$ cat src/rtl/button_debouncer.sv
// Push-button conditioner: polarity normalisation, 2-flop synchroniser and a
// four-state debounce FSM producing a clean level plus press/release strobes.
module button_debouncer #(
    parameter int CNT_WIDTH       = 20,
    parameter int DEBOUNCE_CYCLES = 500000,
    parameter int BTN_ACTIVE_HIGH = 1
) (
    input  logic clk,
    input  logic rst,
    input  logic push_button,
    output logic btn_level,
    output logic btn_press,
    output logic btn_release
);

    typedef enum logic [1:0] {
        IDLE        = 2'd0,
        PRESS_CHK   = 2'd1,
        HELD        = 2'd2,
        RELEASE_CHK = 2'd3
    } state_t;

    localparam logic [CNT_WIDTH-1:0] CNT_LAST = CNT_WIDTH'(DEBOUNCE_CYCLES - 1);
    localparam logic                 ACT_INV  = (BTN_ACTIVE_HIGH == 0);

    logic                 act;
    logic                 sync1_q, sync1_d;
    logic                 sync2_q, sync2_d;
    state_t               state_q, state_d;
    logic [CNT_WIDTH-1:0] cnt_q, cnt_d;
    logic                 btn_level_q, btn_level_d;
    logic                 btn_press_q, btn_press_d;
    logic                 btn_release_q, btn_release_d;

    // Normalise to 1 = pressed before crossing into the clk domain.
    assign act = push_button ^ ACT_INV;

    always_comb begin
        sync1_d = act;
        sync2_d = sync1_q;
    end

    always_ff @(posedge clk or negedge rst) begin
        if (!rst) begin
            sync1_q <= 1'b0;
            sync2_q <= 1'b0;
        end else begin
            sync1_q <= sync1_d;
            sync2_q <= sync2_d;
        end
    end

    always_ff @(posedge clk or negedge rst) begin
        if (!rst) begin
            state_q       <= IDLE;
            cnt_q         <= '0;
            btn_level_q   <= 1'b0;
            btn_press_q   <= 1'b0;
            btn_release_q <= 1'b0;
        end else begin
            state_q       <= state_d;
            cnt_q         <= cnt_d;
            btn_level_q   <= btn_level_d;
            btn_press_q   <= btn_press_d;
            btn_release_q <= btn_release_d;
        end
    end

    // The counter is cleared on every state change, so the terminal compare
    // at DEBOUNCE_CYCLES-1 is always reached before the counter could wrap.
    always_comb begin
        state_d       = state_q;
        cnt_d         = cnt_q;
        btn_level_d   = btn_level_q;
        btn_press_d   = 1'b0;
        btn_release_d = 1'b0;

        unique case (state_q)
            IDLE: begin
                btn_level_d = 1'b0;
                if (sync2_q) begin
                    state_d = PRESS_CHK;
                    cnt_d   = '0;
                end
            end
            PRESS_CHK: begin
                btn_level_d = 1'b0;
                if (!sync2_q) begin
                    state_d = IDLE;
                    cnt_d   = '0;
                end else if (cnt_q == CNT_LAST) begin
                    state_d     = HELD;
                    cnt_d       = '0;
                    btn_level_d = 1'b1;
                    btn_press_d = 1'b1;
                end else begin
                    cnt_d = cnt_q + CNT_WIDTH'(1);
                end
            end
            HELD: begin
                btn_level_d = 1'b1;
                if (!sync2_q) begin
                    state_d = RELEASE_CHK;
                    cnt_d   = '0;
                end
            end
            RELEASE_CHK: begin
                btn_level_d = 1'b1;
                if (sync2_q) begin
                    state_d = HELD;
                    cnt_d   = '0;
                end else if (cnt_q == CNT_LAST) begin
                    state_d       = IDLE;
                    cnt_d         = '0;
                    btn_level_d   = 1'b0;
                    btn_release_d = 1'b1;
                end else begin
                    cnt_d = cnt_q + CNT_WIDTH'(1);
                end
            end
            default: begin
                state_d     = IDLE;
                cnt_d       = '0;
                btn_level_d = 1'b0;
            end
        endcase
    end

    assign btn_level   = btn_level_q;
    assign btn_press   = btn_press_q;
    assign btn_release = btn_release_q;

endmodule
$ cat config.mk
export PLATFORM = sky130hd
export DESIGN_NAME = button_debouncer
export DESIGN_NICKNAME = d
export VERILOG_FILES = /design/src/rtl/button_debouncer.sv
export SDC_FILE = /design/constraint.sdc
export NUM_CORES = 1
export LEC_CHECK = 0
export CORE_ASPECT_RATIO = 1.4
export CORE_MARGIN = 8
export CORE_UTILIZATION = 25
export CTS_CLUSTER_DIAMETER = 100
export DETAILED_ROUTE_END_ITERATION = 6
export GPL_TIMING_DRIVEN = 0
export PLACE_DENSITY_LB_ADDON = 0.25
export SKIP_CTS_REPAIR_TIMING = 1
export SLEW_MARGIN = 30
export SYNTH_ARGS = -nofsm -noshare
export SYNTH_HDL_FRONTEND = slang
export SYNTH_SLANG_ARGS = --single-unit
$ cat constraint.sdc
create_clock -name clk -period 2.19 [get_ports clk]
set_input_delay 0.219 -clock clk [delete_from_list [all_inputs] [get_ports clk]]
set_output_delay 0.219 -clock clk [all_outputs]
set_load 0.01 [all_outputs]
==> impl_metrics.env <==
export IMPL_drive_above_1_share_pct=9.87
export IMPL_worst_ep_required_time_ns=2.36
export IMPL_final_core_utilization_pct=29.1
export IMPL_cts_sinks=27
export IMPL_slew_limit_headroom_pct=59.2
export IMPL_route_detailed_drc=0
export IMPL_shortest_clock_period_the_worst_path_allows_after_layout_ns=2.09
export IMPL_gr_total_overflow=0
export IMPL_core_area_mm2=0.00549
export IMPL_endpoint_kind_of_the_worst_setup_timing_path="flop"
export IMPL_gp_routability_congestion=0.782
export IMPL_number_of_antenna_violations_at_the_first_check_in_global_routing=0
export IMPL_postSynthCellCount=143
export IMPL_finalHoldViolCount=27
export IMPL_syn_num_nets=147
export IMPL_io_buffer_count=5
export IMPL_grt_use_total_pct=8.58
export IMPL_power_per_cell_area_mw_per_mm2=536
export IMPL_via_count=1144
export IMPL_worstSetupStartpointType="flop"
export IMPL_cts_buffer_depth=2
export IMPL_tritoncts_num_buffers=3
export IMPL_num_io_pins=6
export IMPL_number_of_warning_messages_in_the_yosys_log=0
export IMPL_dpl_instance_area_mm2=0.00155
export IMPL_worst_setup_hold_path_clk_slew_ns=0.10
export IMPL_achievable_frequency_mhz=478
export IMPL_chipWidth_um=79.6
export IMPL_ff2ff_path_depth=7
export IMPL_cts_root_buf="sky130_fd_sc_hd__clkbuf_8"
export IMPL_rsz0062_at_grt="yes"
export IMPL_outcome="finished, violations left"
export IMPL_critical_path_arrival_ns=2.26
export IMPL_r2r_end="cnt_q[12]"
export IMPL_p_leak_nw=0.649
export IMPL_layout_cells_non_filler=220
export IMPL_largest_net_degree_at_the_start_of_global_routing=28
export IMPL_tightestPinTransition_ns=0.612
export IMPL_timing_clock_skew_ns=0.00639
export IMPL_synth_top_cells_by_area="sky130_fd_sc_hd__dfrtp_1 48%, sky130_fd_sc_hd__nand3_1 4.9%, sky130_fd_sc_hd__nand4_1 4.4%"
export IMPL_synth_ff_type="sky130_fd_sc_hd__dfrtp_1"
export IMPL_hp_class="input pin to asynchronous set/reset pin"
export IMPL_rows=32
export IMPL_clock_insertion_delay_worst_skew_ns=0.27
export IMPL_global_route_wire_length_before_repair_um=5920
export IMPL_failed_checks="negative hold slack"
export IMPL_fin_worst_hold_slack_ns=-0.0560
export IMPL_final_period_utilization_pct=95.4
export IMPL_yosys_cell_types=38
export IMPL_place_inst=216
export IMPL_synth_top_cell_area_share_pct=47.7
export IMPL_syn_cell_area_mm2=0.00142
export IMPL_htreeDepth=1
export IMPL_wl_um=3340
export IMPL_dr_iter_0_viols=129
export IMPL_tns_ns=0
export IMPL_post_synth_top_area_cell="sky130_fd_sc_hd__dfrtp_1"
export IMPL_finalSetupViolations=0
export IMPL_reg2reg_setup_slack_ns=0.1
export IMPL_finalPower_uw=854
export IMPL_vdd_ir_drop_worst_uv=282
export IMPL_pre_cts_ws_ns=0.137
export IMPL_antennaDiodeCount=0
export IMPL_synth_area_per_cell_um2=9.91
export IMPL_design_area_mm2=0.00159
export IMPL_slew_viol_final=0
export IMPL_postSynthRegisterBits=27
export IMPL_worstPathMaxFanout=10
export IMPL_dr_pass1_iters=4
export IMPL_synth_yosys_seq_area_share_pct=47.7
export IMPL_postLayoutSetupSlackWorst_ns=0.0997
export IMPL_die_area_mm2=0.00837
export IMPL_cts_tree="done"
export IMPL_route_detailed_wl_per_inst_um=15.2
export IMPL_multi_input_comb_area_um2=691
export IMPL_r2r_start="cnt_q[1]"
export IMPL_number_of_routed_nets_with_antenna_violations=0
export IMPL_detailed_place_hpwl_um=2310
export IMPL_synth_edff_count=0
export IMPL_dieHeight_um=105
export IMPL_nFillCells=562
export IMPL_grt_pass1_vias=1254
export IMPL_drt_vias_per_instance=5.20
export IMPL_initial_core_util_pct=25.8
export IMPL_nets=157
export IMPL_maxCapViolCount=0
export IMPL_critPathKind="flop to flop"
export IMPL_layout_area_seq_um2=676
export IMPL_synthArstFlopShare_pct=100
export IMPL_flow_area_growth_from_synthesis_pct=12.4
[cells by family after synthesis]
kind of cell / share of synthesized area (%)
AO/OA/AOI/OAI: 12.7
flip-flops: 47.7
XOR/XNOR: 3.71
buffers and inverters: 3.62
multiplexers: 4.50
adder cells (fa/ha/maj): 0.882
AND/OR/NAND/NOR: 26.9
[layer usage]
layer / vias up / global-route usage, % / wire length, µm
met5: - / 0 / 0
li1: 548 / - / -
met1: 577 / 10.1 / 1480
met2: 15 / 14.6 / 1720
met3: 4 / 1.54 / 97
met4: 0 / 3.72 / 49
[synthesized netlist by cell type (2+ instances only)]
cell type                  count
sky130_fd_sc_hd__nand3_1      14
sky130_fd_sc_hd__buf_2         2
sky130_fd_sc_hd__xnor2_1       4
sky130_fd_sc_hd__o21ai_0       2
sky130_fd_sc_hd__xor2_1        2
sky130_fd_sc_hd__nor3b_1       2
sky130_fd_sc_hd__a22o_1        7
sky130_fd_sc_hd__a211oi_1      2
sky130_fd_sc_hd__nand2_1      12
sky130_fd_sc_hd__inv_1         5
sky130_fd_sc_hd__and3_1        2
sky130_fd_sc_hd__clkbuf_1      3
sky130_fd_sc_hd__a21oi_1       7
sky130_fd_sc_hd__or3_1         4
sky130_fd_sc_hd__nand4_1      10
sky130_fd_sc_hd__mux2i_1       3
sky130_fd_sc_hd__mux2_1        2
sky130_fd_sc_hd__and2_1        3
sky130_fd_sc_hd__dfrtp_1      27
sky130_fd_sc_hd__o21ai_1       5
sky130_fd_sc_hd__nor2_1        8
[critical path, stage by stage, from the launching register on]
cell,delay (ns)
sky130_fd_sc_hd__dfrtp_1,0.44
sky130_fd_sc_hd__ha_1,0.26
sky130_fd_sc_hd__nand4_1,0.17
sky130_fd_sc_hd__nor3_2,0.41
sky130_fd_sc_hd__a21oi_2,0.11
sky130_fd_sc_hd__buf_2,0.22
sky130_fd_sc_hd__buf_6,0.17
sky130_fd_sc_hd__a22o_1,0.19
[sequential cells by signal, summed over array words and instances (netlist names), named ones only]
signal,flops
btn_press,1
sync2_q,1
cnt_q,20
btn_level,1
btn_release,1
sync1_q,1
state_q,1
[power by group]
part	internal, mW	switching (mW)
Sequential	0.504	0.00702
Clock	0.128	0.164
Combinational	0.0161	0.0355
[layout make-up]
cell class | instances | share of cell area, %
multi-input combinational | 105 | 43.3
sequential | 27 | 42.4
tap | 68 | 5.34
timing repair buffer | 5 | 2.83
clock buffer | 3 | 2.59
buffer | 6 | 2.04
inverter | 5 | 1.18
clock inverter | 1 | 0.314
[how the worst max path moves through the flow]
| stage | start | end | slack, ns | depth (start not counted) |
|---|---|---|---|---|
| 6_report | cnt_q[1] | cnt_q[12] | 0.1 | 7 |
| 2_1_floorplan | cnt_q[5] | cnt_q[12] | 0.44 | 6 |
| 4_1_cts | cnt_q[1] | cnt_q[12] | 0.12 | 7 |
| 5_1_grt | cnt_q[0] | cnt_q[12] | -0.008 | 7 |
| 3_5_place_dp | cnt_q[1] | cnt_q[12] | 0.14 | 7 |
| 3_3_place_gp | cnt_q[0] | cnt_q[12] | 0.13 | 7 |
[placed cells by master (no fill, tap or decap), types with 4 or more instances in the layout]
cell / instances
sky130_fd_sc_hd__nand2_1: 12
sky130_fd_sc_hd__nand4_1: 10
sky130_fd_sc_hd__xnor2_1: 4
sky130_fd_sc_hd__a22o_1: 7
sky130_fd_sc_hd__o21ai_1: 5
sky130_fd_sc_hd__nand3_1: 14
sky130_fd_sc_hd__clkdlybuf4s50_1: 4
sky130_fd_sc_hd__inv_1: 5
sky130_fd_sc_hd__dfrtp_1: 27
sky130_fd_sc_hd__nor2_1: 8
sky130_fd_sc_hd__or3_1: 4
sky130_fd_sc_hd__a21oi_1: 7
No activity file was read; power rests on OpenSTA's default activity.
